--- src/rtl/vme_cmd_sequencer.sv ---
// vme_cmd_sequencer: replays a loadable table of VME write / read /
// read-compare commands through the master's command/data register
// handshake. It captures every result, optionally compares it against a
// masked expected value, and counts mismatches and timeouts.
module vme_cmd_sequencer #(
  parameter int          DEPTH   = 64,
  parameter int          ADDR_W  = 6,
  parameter int          DATA_W  = 16,
  parameter logic [31:0] MASK    = 32'h00a80000,
  parameter int          TO_W    = 8,
  parameter int          TIMEOUT = 255
) (
  input  logic              clk,
  input  logic              rst_n,
  input  logic              load_en,
  input  logic [ADDR_W-1:0] load_addr,
  input  logic [1:0]        load_op,
  input  logic [15:0]       load_adr,
  input  logic [DATA_W-1:0] load_dat,
  input  logic [DATA_W-1:0] load_msk,
  input  logic [ADDR_W:0]   n_cmds,
  input  logic              start,
  input  logic              vme_cmd_rd,
  input  logic              vme_dat_wr,
  input  logic [31:0]       vme_dat_reg_out,
  output logic [31:0]       vme_cmd_reg,
  output logic [31:0]       vme_dat_reg_in,
  output logic              cmd_strobe,
  output logic              busy,
  output logic              done,
  output logic              res_valid,
  output logic [ADDR_W-1:0] res_idx,
  output logic [DATA_W-1:0] res_data,
  output logic              res_mismatch,
  output logic [15:0]       err_cnt,
  output logic              timeout
);

  // Entry layout, MSB first: {op[1:0], adr[15:0], dat[DATA_W-1:0], msk[DATA_W-1:0]}
  localparam int ENT_W = 2 + 16 + 2 * DATA_W;

  localparam logic [1:0] OP_NOP   = 2'b00;
  localparam logic [1:0] OP_WRITE = 2'b01;
  localparam logic [1:0] OP_RDCMP = 2'b11;

  localparam logic [ADDR_W:0] DEPTH_N = (ADDR_W + 1)'(DEPTH);
  localparam logic [TO_W-1:0] TO_LIM  = TO_W'(TIMEOUT);

  typedef enum logic [2:0] {
    S_IDLE,
    S_FETCH,
    S_ISSUE,
    S_WAIT,
    S_NEXT,
    S_DONE
  } state_t;

  state_t state_reg, state_next;

  // Command table; contents are deliberately not reset
  logic [ENT_W-1:0] mem [DEPTH];
  logic [ENT_W-1:0] ent_reg;

  logic [ADDR_W-1:0] idx_reg;
  logic [ADDR_W-1:0] last_idx_reg;
  logic [TO_W-1:0]   to_cnt_reg;

  // Decoded fields of the entry currently being executed
  logic [1:0]        ent_op;
  logic [15:0]       ent_adr;
  logic [DATA_W-1:0] ent_dat;
  logic [DATA_W-1:0] ent_msk;

  assign ent_op  = ent_reg[ENT_W-1 -: 2];
  assign ent_adr = ent_reg[2*DATA_W +: 16];
  assign ent_dat = ent_reg[DATA_W +: DATA_W];
  assign ent_msk = ent_reg[0 +: DATA_W];

  // Control strobes produced by the output decoder
  logic start_ok;
  logic table_we;
  logic issue_fire;
  logic wait_ack;
  logic wait_abort;
  logic at_last;

  // Datapath helpers
  logic [DATA_W-1:0] rdata;
  logic              cmp_mis;
  logic              err_inc;
  logic [31:0]       cmd_word;
  logic [31:0]       wdata_word;
  logic [ADDR_W:0]   n_eff;
  logic [ADDR_W:0]   n_last_full;

  // Only the low DATA_W bits of the master's read data carry information
  logic unused_ok;
  assign unused_ok = ^vme_dat_reg_out;

  assign rdata   = vme_dat_reg_out[DATA_W-1:0];
  assign at_last = (idx_reg == last_idx_reg);
  assign cmp_mis = (ent_op == OP_RDCMP) && (((rdata ^ ent_dat) & ent_msk) != '0);
  assign err_inc = (wait_ack && cmp_mis) || wait_abort;

  // Requests for more entries than the table holds run the whole table
  assign n_eff       = (n_cmds > DEPTH_N) ? DEPTH_N : n_cmds;
  assign n_last_full = n_eff - 1'b1;

  // Build the command word and zero-extended write data for the current entry
  always_comb begin
    cmd_word   = MASK | {6'b0, ent_op[1], ~ent_op[1], 8'h00, ent_adr};
    wdata_word = '0;
    if (ent_op == OP_WRITE) begin
      wdata_word[DATA_W-1:0] = ent_dat;
    end
  end

  // Table write port (idle only) and registered read of the current entry
  always_ff @(posedge clk) begin
    if (table_we) begin
      mem[load_addr] <= {load_op, load_adr, load_dat, load_msk};
    end
    ent_reg <= mem[idx_reg];
  end

  // FSM state register
  always_ff @(posedge clk or negedge rst_n) begin
    if (!rst_n) begin
      state_reg <= S_IDLE;
    end else begin
      state_reg <= state_next;
    end
  end

  // FSM next-state decode
  always_comb begin
    state_next = state_reg;
    case (state_reg)
      S_IDLE: begin
        if (start) begin
          state_next = (n_cmds == '0) ? S_DONE : S_FETCH;
        end
      end
      S_FETCH: state_next = S_ISSUE;
      S_ISSUE: begin
        if (ent_op == OP_NOP) begin
          state_next = S_NEXT;
        end else if (vme_cmd_rd) begin
          state_next = S_WAIT;
        end
      end
      S_WAIT: begin
        if (vme_dat_wr) begin
          state_next = S_NEXT;
        end else if (to_cnt_reg == TO_LIM) begin
          state_next = S_DONE;
        end
      end
      S_NEXT:  state_next = at_last ? S_DONE : S_FETCH;
      S_DONE:  state_next = S_IDLE;
      default: state_next = S_IDLE;
    endcase
  end

  // FSM output decode: busy flag and the per-state control strobes
  always_comb begin
    busy       = (state_reg != S_IDLE);
    start_ok   = 1'b0;
    table_we   = 1'b0;
    issue_fire = 1'b0;
    wait_ack   = 1'b0;
    wait_abort = 1'b0;
    case (state_reg)
      S_IDLE: begin
        start_ok = start;
        table_we = load_en;
      end
      S_ISSUE: begin
        issue_fire = (ent_op != OP_NOP) && vme_cmd_rd;
      end
      S_WAIT: begin
        // A completion in the expiry cycle takes priority over the abort
        wait_ack   = vme_dat_wr;
        wait_abort = !vme_dat_wr && (to_cnt_reg == TO_LIM);
      end
      default: begin
      end
    endcase
  end

  // Sequencing index, timeout counter, master registers and result outputs
  always_ff @(posedge clk or negedge rst_n) begin
    if (!rst_n) begin
      idx_reg        <= '0;
      last_idx_reg   <= '0;
      to_cnt_reg     <= '0;
      vme_cmd_reg    <= MASK;
      vme_dat_reg_in <= '0;
      cmd_strobe     <= 1'b0;
      done           <= 1'b0;
      res_valid      <= 1'b0;
      res_idx        <= '0;
      res_data       <= '0;
      res_mismatch   <= 1'b0;
      err_cnt        <= '0;
      timeout        <= 1'b0;
    end else begin
      cmd_strobe   <= issue_fire;
      res_valid    <= wait_ack;
      res_mismatch <= wait_ack && cmp_mis;
      done         <= (state_reg == S_DONE);

      if (start_ok) begin
        timeout <= 1'b0;
        if (n_cmds != '0) begin
          idx_reg      <= '0;
          err_cnt      <= '0;
          last_idx_reg <= n_last_full[ADDR_W-1:0];
        end
      end

      if (issue_fire) begin
        vme_cmd_reg    <= cmd_word;
        vme_dat_reg_in <= wdata_word;
        to_cnt_reg     <= '0;
      end else if (state_reg == S_WAIT) begin
        if (wait_ack || wait_abort) begin
          vme_cmd_reg    <= MASK;
          vme_dat_reg_in <= '0;
        end else begin
          to_cnt_reg <= to_cnt_reg + 1'b1;
        end
      end

      if (wait_ack) begin
        res_idx  <= idx_reg;
        res_data <= ent_op[1] ? rdata : ent_dat;
      end

      if (wait_abort) begin
        timeout <= 1'b1;
      end

      if (err_inc && (err_cnt != 16'hFFFF)) begin
        err_cnt <= err_cnt + 1'b1;
      end

      if ((state_reg == S_NEXT) && !at_last) begin
        idx_reg <= idx_reg + 1'b1;
      end
    end
  end

endmodule

--- config.mk ---
export PLATFORM = sky130hd
export DESIGN_NAME = vme_cmd_sequencer
export DESIGN_NICKNAME = d
export VERILOG_FILES = /design/src/rtl/vme_cmd_sequencer.sv
export SDC_FILE = /design/constraint.sdc
export NUM_CORES = 2
export LEC_CHECK = 0
export ABC_AREA = 0
export CORE_ASPECT_RATIO = 0.8
export CORE_MARGIN = 2
export CORE_UTILIZATION = 50
export CTS_CLUSTER_DIAMETER = 200
export CTS_CLUSTER_SIZE = 28
export DETAILED_ROUTE_END_ITERATION = 8
export MAX_ROUTING_LAYER = met4
export PLACE_DENSITY = 0.77
export SLEW_MARGIN = 40
export SYNTH_ARGS = -nofsm -noshare
export SYNTH_HDL_FRONTEND = slang
export SYNTH_SLANG_ARGS = --single-unit
--- constraint.sdc ---
create_clock -name clk -period 3.6 [get_ports clk]
set_input_delay 0.72 -clock clk [delete_from_list [all_inputs] [get_ports clk]]
set_output_delay 0.72 -clock clk [all_outputs]
set_load 0.05 [all_outputs]
# Word level (Yosys, flattened, before mapping)
# Memories as Yosys holds them, arrays and structs flattened. A register that Yosys moved wholly into a read port is not among the register bits.
# Cells that the tools add are included.
# totals
latch_bits	0
rom_bits	0
out_inout_bits	108
wordCells	102
ram_bits	3200
in_bits	101
ff_bits	130
mem_count	1
# memory_table
memory	words	word_bits	read_ports	rd_ports_with_merged_regs	wr	line	source
mem	64	50	1	1	1	61	logic [ENT_W-1:0] mem [DEPTH];
# classes
n_eq_ne	14
multipliers	0
bitwise	3
magnitude_cmp	1
n_div	0
muxes	35
add_sub_neg	4
reduce_logical	30
shifts	0
# op_table
op	count
two-way mux 32 bit	6
two-way mux 16 bit	5
two-way mux 6 bit	4
two-way mux 8 bit	3
two-way mux 3 bit	7
adder 16 x 1 -> 16 bit (second input constant)	1
bitwise AND 16 bit	1
inequality test 16 bit (second input constant)	1
nonzero test 16 bit	1
nonzero test 2 bit	8
XOR 16 bit	1
one-hot mux 3 bit (5 select lines)	1
AND reduction 2 bit	5
two-way mux 1 bit	9
adder 8 x 1 -> 8 bit (second input constant)	1
== test 8 bit (second input constant)	1
greater-than comparator 7 bit (second input constant)	1
logical NOT 7 bit	1
nonzero test 7 bit	1
adder 6 x 1 -> 6 bit (second input constant)	1
== test 3 x 2 -> 1 bit (second input constant)	2
== test 3 bit (second input constant)	2
== test 6 bit	1
logical AND 1 bit	6
other kinds (13)	17

# Longest topological paths before layout
# logic_depth
depth_word	9
mapped_depth	11

# Least setup slack after synthesis
# No wires, ideal clock.
# synth_timing
path_type	input port to flip-flop
from	input port load_addr[5]
to	memory mem[38][0] (netlist name), enable pin
arrival_ps	3662
required_time_ps	3142
slack_ps	-520
stages	4
cell_sequence	clkbuf_1 > or3b_2 > clkbuf_1 > nor2_1
# synth_rtl
element	line	source
start, declared	16	input logic [ADDR_W-1:0] load_addr,
end, declared	61	
# No word-level cell before the write port.

# Final worst setup path
# layout_timing
from	register ent_reg[27], read port of mem
to	register err_cnt[1]
# layout_between
elab_chain_cells	9
# layout_lines
element	line	source
start, declared	62	logic [ENT_W-1:0] ent_reg;
XOR 16 bit (*)	102	assign cmp_mis = (ent_op == OP_RDCMP) && (((rdata ^ ent_dat) & ent_msk) != '0);
bitwise AND 16 bit (*)	102	
nonzero test 16 bit (*)	102	
logical AND 1 bit (*)	102	
logical AND 1 bit (*)	103	assign err_inc = (wait_ack && cmp_mis) || wait_abort;
logical OR 1 bit (*)	103	
logical AND 1 bit (*)	244	if (err_inc && (err_cnt != 16'hFFFF)) begin
nonzero test 2 bit (no source line)	n/a	
AND reduction 2 bit (no source line)	n/a	
end signal, assigned	245	err_cnt <= err_cnt + 1'b1;
end, declared	35	output logic [15:0] err_cnt,
# Every way passes the cells marked *; elsewhere a longest branch is shown, timed or not.
# A chain may end at the register's enable or synchronous reset.

==> flow_metrics.py <==
metrics = {
    "logic_synthesis": {
        "synth_area_leader_cell": "edfxtp_1",
        "synth_compound_area_frac": 0.0127,
        "synth-seq-cells": 3350,
        "ys_types": 54,
        "syn_avg_cell_area_sq_um": 23.9,
        "ys_seq_area_frac": 0.781,
        "synthArstFlopShare": 0.0299,
        "synth-edff-count": 3200,
        "synthXorXnorAreaFrac": 0.00199,
        "synth_top_area_share": 0.753,
        "synthCells": 5347,
        "ys_warn_count": 0,
        "netlist_top_cells_area": "edfxtp_1, mux4_2, dfrtp_1, mux2i_1, dfxtp_1",
        "synth_area_sq_um": 128000,
        "synth_ff_type": "edfxtp_1",
        "synth-adder-area-share": 0.000392,
        "post_synth_and_or_nand_nor_area_fraction": 0.0103,
        "synth_top_family_by_area": "multiplexers",
        "synthMuxAreaShare": 0.182,
    },
    "worst_setup_path": {
        "required_ns": 4.32,
        "start_kind": "flop",
        "critical_path.cell_chain": "xor2_1 -> a22oi_1 -> nand4_1 -> buf_4 -> o21a_1 -> o21ai_1 -> mux2_2",
        "arrival_ns": 3.97,
        "r2r_end": "err_cnt[1]$_DFFE_PN0P_",
        "r2r_cells": 7,
        "slowest_delay_ns": 0.62,
        "reg2reg_from": "ent_reg[27]$_DFF_P_",
        "critPathMaxFanout": 3,
        "path_class": "flop to flop",
        "endpoint_kind": "flop",
        "cp_slowest_cell": "a22oi_1",
        "r2r_slack_ns": 0.35,
    },
    "timing": {
        "slew_headroom": 0.420,
        "clock_skew_ns": 0.0591,
        "slew_violations": 0,
        "timing.setup.tns_ns": 0,
        "tightestPinTransition_ns": 0.867,
        "finalSetupViolations": 0,
        "fmax_ghz": 0.308,
        "post-route-period-util": 0.902,
        "hold_viol_final": 0,
        "final.min_clock_period_ns": 3.25,
        "rsz0062_at_grt": "false",
    },
    "placed_design": {
        "gp_congestion": 0.822,
        "port_buffers": 162,
        "dp_hpwl_microns": 187000,
    },
    "route": {
        "via_count": 61800,
        "ant_nets": 0,
        "vias_per_cell": 6.77,
        "drt-total-wl_microns": 336000,
        "dr.pass1.iters": 5,
        "post-route-drc-count": 0,
        "drt-wirelength-per-cell_microns": 36.8,
        "drt_iter0_markers": 11600,
    },
    "global_route": {
        "track_usage": 0.267,
        "antenna_found_initial": 34,
        "grt_max_degree": 65,
        "grt_overflow": 0,
        "grt_pass1_vias": 60200,
        "grt_pass1_wl_microns": 470000,
    },
    "power": {
        "power.density_nw_per_um2": 602,
        "ir_drop_mv": 0.670,
        "p_leak_nw": 41.9,
    },
    "layout": {
        "fin_nets": 5788,
        "fillCellCount": 17500,
        "fin_util": 0.556,
        "seqCellArea_sq_um": 99600,
        "drive_gt1_frac": 0.276,
        "multiInputGateArea_sq_um": 27100,
        "synthToLayoutAreaGrowth_pct": 10.4,
        "largest_reg_flops": 3200,
    },
    "floorplanning": {
        "die_x_microns": 569,
        "rows": 165,
        "fp.coreArea_sq_um": 253000,
        "die_area_sq_um": 259000,
        "die_y_microns": 456,
        "initial_utilization": 0.504,
        "pin_count": 209,
    },
    "clock_network": {
        "cts_made_buffers": 145,
        "cts_tree": "done",
        "clockBufferDepth": 4,
        "root_buffer": "clkbuf_16",
        "postCtsSetupBuffers": 0,
        "cts.sinks": 3350,
        "clock_latency_ns": 0.86,
        "path_clk_slew_ns": 0.11,
        "htree_num_levels": 4,
    },
    "flow_run": {
        "maxCapViolations": 0,
    },
    "run_status": {
        "status": "complete, no violations",
    },
    "worst_hold_path": {
        "min_path_type": "primary input to flop",
        "hold_end": "mem[2][16]$_DFFE_PP_",
        "holdPathStages": 1,
        "min_from": "load_dat[0]",
    },
}
## layer usage
layer / routed length (microns) / track usage / vias to the layer above
li1: - / - / 23300
met1: 120000 / 0.382 / 33000
met2: 155000 / 0.390 / 5023
met3: 51900 / 0.0674 / 502
met4: 9120 / 0.0631 / 0
met5: 0 / - / -
## worst max-delay path by stage
stage / startpoint / slack [ns] / cells past startpoint / to
after global routing: ent_reg[27]$_DFF_P_ / 0.22 / 8 / err_cnt[7]$_DFFE_PN0P_
after global placement: vme_dat_reg_out[11] / -0.20 / 8 / err_cnt[1]$_DFFE_PN0P_
after detailed placement: vme_dat_reg_out[11] / -0.15 / 8 / err_cnt[1]$_DFFE_PN0P_
final: ent_reg[27]$_DFF_P_ / 0.35 / 7 / err_cnt[1]$_DFFE_PN0P_
after CTS: state_reg[2]$_DFFE_PN0P_ / 0.35 / 4 / busy
after floorplan: load_addr[5] / -0.52 / 4 / mem[38][0]$_DFFE_PP_
## cell usage in the layout, fill, tap and decap left out, types with 20 or more instances in the layout
cell,instances
mux2i_1,101
edfxtp_1,3200
nand3_1,24
mux4_2,972
o221ai_1,20
clkdlybuf4s50_1,116
buf_4,202
mux2_2,28
conb_1,30
nand2_1,92
a22o_1,34
nor2_1,28
nor2_4,65
clkbuf_16,149
a21oi_1,54
clkbuf_1,83
buf_12,147
dfrtp_1,94
o21ai_0,69
diode_2,24
o22ai_1,29
dfxtp_1,49
## cells by family (layout without fill, tap and decap cells)
kind of cell    Yosys count  count (layout)
mux                    1101            1101
buf+inv                 323             720
compound gates          251             251
simple gates            287             287
xor+xnor                 29              29
fa+ha+maj                 4               4
flops                  3350            3350
other cells               2              54
## cell type report
cell class | count | area share
clock buffer | 232 | 0.0287
multi-input combinational | 1702 | 0.192
inverter | 10 | 0.000267
antenna | 24 | 0.000426
sequential | 3350 | 0.707
clock inverter | 4 | 0.000373
timing repair buffer | 474 | 0.0409
tap | 3340 | 0.0297
## stage by stage
stage	std cells	cell area, sq um	hold WS (ns)	power, mW	setup slack (ns)
5_1_grt	9133	141000	0.162	87.2	0.224
4_1_cts	9112	141000	0.145	85.0	0.345
6_report	9136	141000	0.192	84.7	0.353
3_5_place_dp	8875	137000	0.442	66.3	-0.151
3_3_place_gp	8871	136000	0.443	65.9	-0.202
2_1_floorplan	5375	128000	0.424	59.4	-0.520
## power breakdown
group	switching (mW)	internal [mW]
combinational	10.7	10.6
clock	11.4	7.86
sequential	0.784	43.4
## synth_stat cells (5+ instances only)
cell type,number
a21oi_1,54
a22o_1,34
a22oi_1,8
and2_1,7
and3_1,5
buf_1,34
buf_2,93
buf_4,42
buf_6,5
clkbuf_1,139
dfrtp_1,100
dfxtp_1,50
edfxtp_1,3200
inv_1,9
mux2_2,28
mux2i_1,101
mux4_2,972
nand2_1,93
nand2b_1,6
nand3_1,24
nand4_1,9
nor2_1,93
nor2b_1,15
nor3_1,16
o211ai_1,14
o21a_1,6
o21ai_0,70
o221ai_1,20
o22ai_1,29
xnor2_1,10
xor2_1,19
## critical path, delay by kind of cell, from the launching register on
kind	cells	cell delay [ns]
AOI/OAI and AO/OA	3	1.03
xor gates and xnor gates	1	0.16
buffers and inverters	1	0.37
DFF	1	0.61
muxes	1	0.35
and+or+nand+nor	1	0.59
## timing repair
item,in CTS,in global routing
setup endpoints to repair,0,0
endpoints found under the hold margin,36,0
hold buffers,1,0
resized for setup,0,0
(Power assumes the default switching activity.)
